`src/rtl/cmd_deserializer.sv`:
```
// cmd_deserializer: receives one SD CMD-line response frame per enable, with end-bit, optional CRC7 and start timeout checks
// Parameters: WIDTH frame bits (>=16), TIMEOUT idle-high samples tolerated before timeout (>=2)
// Ports: clk, reset (sync, active-low), enable (level arm), in (serial CMD line),
//        out (last frame, first bit in MSB), valid (1-cycle), busy, frame_err, crc_err, timeout (1-cycle)
// Define CMD_CRC_CHECK_EN to build the CRC7 checker; otherwise crc_err is tied to 0.
module cmd_deserializer #(
    parameter int WIDTH   = 48,
    parameter int TIMEOUT = 64
) (
    input  logic             clk,
    input  logic             reset,
    input  logic             enable,
    input  logic             in,
    output logic [WIDTH-1:0] out,
    output logic             valid,
    output logic             busy,
    output logic             frame_err,
    output logic             crc_err,
    output logic             timeout
);
    localparam int BW = $clog2(WIDTH + 1);
    localparam int IW = $clog2(TIMEOUT + 1);
    localparam logic [BW-1:0] LAST     = BW'(WIDTH - 1);
    localparam logic [IW-1:0] IDLE_MAX = IW'(TIMEOUT - 1);
    typedef enum logic [1:0] {IDLE, WAIT_START, SHIFT, HOLD} state_t;
    state_t state, state_nx;
    logic [BW-1:0] bit_cnt;
    logic [IW-1:0] idle_cnt;
    // Holds every bit after the start bit; the end bit is taken straight from the line.
    logic [WIDTH-2:0] sreg;
    logic start, done, expire;
    always_ff @(posedge clk) begin
        if (!reset)
            state <= IDLE;
        else
            state <= state_nx;
    end
    always_comb begin
        state_nx = !enable             ? IDLE :
                   state == IDLE       ? WAIT_START :
                   start               ? SHIFT :
                   (expire || done)    ? HOLD : state;
    end
    always_comb begin
        start  = enable && state == WAIT_START && !in;
        expire = enable && state == WAIT_START && in && idle_cnt == IDLE_MAX;
        done   = enable && state == SHIFT && bit_cnt == LAST;
        busy   = state == WAIT_START || state == SHIFT;
    end
    always_ff @(posedge clk) begin
        if (!reset) begin
            bit_cnt   <= '0;
            idle_cnt  <= '0;
            sreg      <= '0;
            out       <= '0;
            valid     <= 1'b0;
            timeout   <= 1'b0;
            frame_err <= 1'b0;
        end else begin
            valid   <= done;
            timeout <= expire;
            if (state == IDLE) begin
                bit_cnt  <= '0;
                idle_cnt <= '0;
            end
            if (state == WAIT_START && in)
                idle_cnt <= idle_cnt + 1'b1;
            if (start) begin
                bit_cnt <= BW'(1);
                sreg    <= '0;
            end
            if (state == SHIFT) begin
                bit_cnt <= bit_cnt + 1'b1;
                sreg    <= {sreg[WIDTH-3:0], in};
            end
            if (done) begin
                out       <= {sreg, in};
                frame_err <= !in;
            end
        end
    end
`ifdef CMD_CRC_CHECK_EN
    localparam logic [BW-1:0] CRC_END = BW'(WIDTH - 8);
    logic [6:0] crc;
    logic       fb;
    assign fb = crc[6] ^ in;
    // The start bit is 0, so a zero-initialised CRC is unchanged by it.
    always_ff @(posedge clk) begin
        if (!reset) begin
            crc     <= '0;
            crc_err <= 1'b0;
        end else begin
            if (state == WAIT_START)
                crc <= '0;
            else if (state == SHIFT && bit_cnt < CRC_END)
                crc <= {crc[5:0], 1'b0} ^ {3'b000, fb, 2'b00, fb};
            if (done)
                crc_err <= crc != sreg[6:0];
        end
    end
`else
    assign crc_err = 1'b0;
`endif
endmodule
```
`config.mk`:
```
export PLATFORM = sky130hd
export DESIGN_NAME = cmd_deserializer
export DESIGN_NICKNAME = d
export VERILOG_FILES = /design/src/rtl/cmd_deserializer.sv
export SDC_FILE = /design/constraint.sdc
export NUM_CORES = 1
export LEC_CHECK = 0
export CAP_MARGIN = 25
export CORE_ASPECT_RATIO = 0.9
export CORE_UTILIZATION = 40
export DETAILED_ROUTE_END_ITERATION = 10
export PLACE_DENSITY_LB_ADDON = 0.12
export SKIP_CTS_REPAIR_TIMING = 1
export SLEW_MARGIN = 20
export SYNTH_ARGS = -nofsm -noshare
export SYNTH_HDL_FRONTEND = slang
export SYNTH_SLANG_ARGS = --single-unit
export TNS_END_PERCENT = 5
```
`constraint.sdc`:
```
create_clock -name clk -period 3.61 [get_ports clk]
set_input_delay 0.5415 -clock clk [delete_from_list [all_inputs] [get_ports clk]]
set_output_delay 0.5415 -clock clk [all_outputs]
set_load 0.02 [all_outputs]
```
==> results of run 1 <==
[cells by family (layout without fill, tap and decap cells)]
| family | count (synthesis) | after routing |
|---|---|---|
| AOI/OAI and AO/OA | 169 | 169 |
| adders and majority gates | 5 | 5 |
| buffers and inverters | 59 | 103 |
| other | 1 | 1 |
| DFF | 113 | 113 |
| and+or+nand+nor | 188 | 188 |
[worst max-delay path, cell delays in order]
cell,delay [ps]
clkdlybuf4s50_1,540
nand3b_1,700
buf_4,460
o21ai_0,190
a21oi_1,100
[state kept, by name (all words and copies together) (netlist names)]
signal / flops
bit_cnt: 6
sreg: 47
idle_cnt: 7
state: 2
timeout: 1
valid: 1
frame_err: 1
out: 48
[metal layers]
metal | track usage | share of wire
met3 | 0.0413 | 0.036
met4 | 0.0882 | 0.013
met1 | 0.250 | 0.50
met2 | 0.317 | 0.45
met5 | 0 | 0
[power groups by stage]
stage / Clock (mW) / Sequential [mW] / Combinational [mW]
2_1_floorplan: 0 / 1.28 / 0.0395
3_3_place_gp: 0 / 1.28 / 0.0517
3_5_place_dp: 0 / 1.28 / 0.0519
4_1_cts: 1.59 / 1.25 / 0.0519
5_1_grt: 1.65 / 1.25 / 0.0568
6_report: 1.56 / 1.25 / 0.0519
[cells in the final DEF (no fill, tap or decap), drive strengths merged, types with 2 or more instances in the layout]
cell and instances:
a21oi 105, a311oi 4, and2 2, and3b 2, buf 11, clkbuf 21, clkdlybuf4s50 55, clkinv 8
dfxtp 113, ha 5, inv 6, nand2 59, nand3 104, nand3b 3, nand4 3, nor2 3
nor3b 2, o211ai 4, o21ai 52, or3 4, or4 2
[cell usage after synthesis, drive strengths merged, types with 2 or more instances]
master  number
dfxtp      113
a21oi      105
nand3      104
nand2       59
o21ai       52
clkbuf      32
buf         21
ha           5
inv          5
a311oi       4
o211ai       4
or3          4
nand3b       3
nand4        3
nor2         3
and2         2
and3b        2
nor3b        2
or4          2
[how the worst min path moves through the flow]
stage              from  endpoint  slack (ps)  cells after the start
2_1_floorplan  sreg[46]  sreg[46]         440                      2
3_3_place_gp   sreg[46]  sreg[46]         460                      2
3_5_place_dp   sreg[46]  sreg[46]         460                      2
4_1_cts        sreg[46]  sreg[46]         470                      2
5_1_grt        sreg[18]  sreg[19]         480                      2
6_report        out[23]   out[23]         470                      2
[stage by stage]
stage | utilization | worst slack (ps) | hold slack [ps] | instance area (um2) | std cells
CTS | 0.529 | 1340 | 471 | 5530 | 708
global placement | 0.475 | 1010 | 458 | 4970 | 677
finish | 0.529 | 1330 | 470 | 5530 | 708
floorplan | - | 2160 | 444 | 4410 | 535
detailed placement | 0.475 | 944 | 463 | 4970 | 677
global route | 0.529 | 1140 | 484 | 5530 | 708
[cell type report]
type                       count  area, um2  area share
clock buffer                  21        480      0.0868
multi-input combinational    363       1890       0.341
clock inverter                10       85.1      0.0154
tap                          129        161      0.0292
timing repair buffer          66        633       0.114
sequential                   113       2260       0.409
inverter                       6       22.5     0.00407
==> reports/metrics.yaml, run 1 <==
synthFlopType: "dfxtp_1"
hold_violations: 0
comb_power_share: 0.018
power_switching_mw: 0.598
async_flop_share: 0
crit_path_end: "out[5]"
clock_sinks: 113
yosysUniqueCellTypes: 38
relSlewSlack: 0.337
ys_ff_latch: 113
clkTransAtPathRegs_ps: 50
start_kind: "primary input"
synth.largest_area_cell: "dfxtp_1"
cp-startpoint: "enable"
seq_area_frac_synth: 0.513
synth_fa_ha_area_frac: 0.0142
min_period_ps: 2280
grtUsageTotal: 0.195
outcome: "complete, no violations"
grt_pass1_wl_mm: 17.8
drv_slew: 0
initial_core_util: 0.421
grt_pass1_vias: 3683
syn-num-nets: 544
min_path_type: "reg2reg"
portBuffers: 55
crit_fanout: 24
swShare: 0.208
cts_buffer_depth: 2
drc: 0
grt_max_degree: 52
cts-root-buf: "clkbuf_16"
ir_drop_v: 0.000309
finalSetupTns_ps: 0
rr_startpoint: "state[0]"
routed_wirelength_mm: 10.4
io_pins: 57
core_area_um2: 10500
yosys.area_share.simple: 0.212
cp-end-kind: "register"
vias: 3851
ys_warn_count: 0
cts_max_level: 4
die_x_um: 113
worst-setup-path-type: "in2reg"
drv_cap: 0
synth_edf_count: 0
rsz0062_at_grt: "false"
finalCritPeriodShare: 0.630
synth.avg_cell_area_um2: 8.24
rows: 35
rr_worst_depth: 7
routabilityCongestion: 0.754
syn_to_final_growth_pct: 25.6
syn-cell-area_um2: 4410
clockPowerShare: 0.546
antenna_found_initial: 0
synthMuxAreaShare: 0
cts_made_buffers: 17
setup_viol: 0
synth_compound_area_frac: 0.201
drt_pre_antenna_iters: 5
synth_top_family_by_area: "simple AND/OR/NAND/NOR gates"
synth_cells: 535
p_total_mw: 2.87
arrival_ps: 2540
diodes: 0
final_nets: 576
overflow: 0
p_leak_nw: 1.75
die-height_um: 102
crit_required_ps: 3870
drt_iter0_markers: 326
fmax_mhz: 439
dp_hpwl_mm: 6.07
cts_tree: "built"
p_per_area_nw_per_um2: 518
synth_top_area_share: 0.513
synth.area.top_cells: "dfxtp_1 (51%), a21oi_1 (12%), nand3_1 (12%)"
fillers: 998
via_per_inst: 5.44
insertion_delay_ps: 400
rr_endpoint: "out[5]"
fin_skew_ps: 7.83
p_seq_frac: 0.436
r2r_slack_ps: 1350
drtAntennaViolNets: 0
dieArea_um2: 11400
wire_per_inst_um: 14.7
tightest_slew_ps: 992
synthXorXnorAreaFrac: 0
drive_above_1_share: 0.0898
p_int_mw: 2.27
No activity file was read; power rests on OpenSTA's default activity.
==> run 2: changes to the inputs <==
==> constraint.sdc (replaced) <==
create_clock -name clk -period 2.2 [get_ports clk]
set_input_delay 0.33 -clock clk [delete_from_list [all_inputs] [get_ports clk]]
set_output_delay 0.33 -clock clk [all_outputs]
set_load 0.02 [all_outputs]
==> run 2 against run 1 <==
- routed wire length is 1.1% higher
- via count is 1.5% higher
- combinational power is 77% higher
- clock skew is 4.1 ps higher
- critical path type is now reg2out
- largest cell class unchanged
==> reports/metrics.yaml, run 2 (synthesis gave the netlist of run 1 again) <==
wire_per_inst_um: 14.7  # +0.44%
initial_core_util: 0.421  # unchanged
clock_sinks: 113  # unchanged
fmax_mhz: 489
diodes: 0  # unchanged
outcome: "complete, no violations"
final_cell_count_no_fill: 713  # +0.71%
cts_buffer_depth: 2  # unchanged
syn_to_final_growth_pct: 28.6
p_total_mw: 4.95  # +72%
worst-setup-path-type: "reg2out"
finalSetupTns_ps: 0  # unchanged
core_area_um2: 10500  # unchanged
fin_area_um2: 5670  # +2.5%
place_inst: 682  # +0.74%
fillers: 989  # -0.90%
largest_reg_flops: 48  # unchanged
cts_max_level: 4  # unchanged
clkTransAtPathRegs_ps: 50  # about the same
drc: 0  # unchanged
arrival_ps: 1720  # -820 ps
drive_above_1_share: 0.0959  # +0.00608
drv_slew: 0  # unchanged
drv_cap: 0  # unchanged
vias: 3907  # +1.5%
via_per_inst: 5.48  # +0.74%
grtUsageTotal: 0.198  # +0.00333
dieArea_um2: 11400  # unchanged
start_kind: "register"
grt_pass1_wl_mm: 18.1  # +1.6%
cts-root-buf: "clkbuf_16"
cts_made_buffers: 17  # unchanged
place_area_um2: 5050  # +1.8%
routed_wirelength_mm: 10.5  # +1.1%
fin_util: 0.542  # +0.0130
hold_violations: 0  # unchanged
crit_fanout: 3  # -88%
dpl_worst_slack_ps: 300  # -644 ps
top_regs: "out x48, sreg x47, idle_cnt x7"
final_cell_mix: "dfxtp_1 (113), a21oi_1 (105), nand3_1 (104), nand2_1 (59), clkdlybuf4s50_1 (55)"
overflow: 0  # unchanged
hold_slack_ps: 472  # +1.83 ps
multi_input_area_um2: 1890  # unchanged
grt_pass1_vias: 3722  # +1.1%
p_leak_nw: 1.81  # +3.4%
drtAntennaViolNets: 0  # unchanged
finalCritPeriodShare: 0.930
crit_required_ps: 1870  # -2000 ps
min_period_ps: 2050
antenna_found_initial: 0  # unchanged
drt_iter0_markers: 298  # -8.6%
dp_hpwl_mm: 6.31  # +4.1%
fin_ws_ps: 155  # -1180 ps
insertion_delay_ps: 400  # about the same
setup_viol: 0  # unchanged
ir_drop_v: 0.000489  # +58%
rsz0062_at_grt: "false"
rows: 35  # unchanged
ff_latch_area_um2: 2260  # unchanged
die-height_um: 102  # unchanged
cp-end-kind: "output pin"
cts_tree: "built"
largest_register: "out"
routabilityCongestion: 0.762  # +1.1%
portBuffers: 55  # unchanged
final_nets: 581  # +0.87%
p_per_area_nw_per_um2: 872  # +68%
io_pins: 57  # unchanged
drt_pre_antenna_iters: 5  # unchanged
die_x_um: 113  # unchanged
fin_skew_ps: 12.0  # +4.12 ps
min_path_type: "reg2reg"
layout_commonest_cell: "dfxtp_1"
grt_max_degree: 66  # +27%
==> run 2: changes by cell type in the layout (fill, tap and decap cells not counted), sizes merged <==
cell    previous run  this run
clkinv             8         5
buf               11        16
clkbuf            21        22
bufinv             1         3
==> run 2: layout make-up <==
class                      count  share of cell area
multi-input combinational    363               0.333
clock inverter                 9              0.0230
sequential                   113               0.399
inverter                       6             0.00397
timing repair buffer          71               0.127
clock buffer                  22              0.0854
tap                          129              0.0285
==> run 2: power by group <==
part           internal [mW]  switching, mW
Combinational         0.0253         0.0667
Clock                   1.89          0.910
Sequential              2.05        0.00211
==> run 2: path summary, 6_finish.rpt <==
path              cells past startpoint      from  slack [ps]           to
hold reg to reg                       2   out[36]         470      out[36]
setup reg to reg                      5  state[1]         500  idle_cnt[5]
setup / recovery                      3  state[0]         150         busy
hold / removal                        2   out[36]         470      out[36]
==> run 2: routing by layer <==
| metal | share of wire | wire, um | vias up | GRT usage |
|---|---|---|---|---|
| met5 | 0 | 0 | - | 0 |
| met3 | 0.048 | 499 | 2 | 0.0586 |
| li1 | - | - | 1961 | - |
| met1 | 0.49 | 5150 | 1842 | 0.260 |
| met4 | 0.0038 | 40 | 0 | 0.0697 |
| met2 | 0.46 | 4810 | 102 | 0.312 |
==> run 2: critical path: stages, from the launching register on <==
cell	delay (ps)
dfxtp_1	350
inv_1	70
ha_1	290
clkdlybuf4s50_1	610
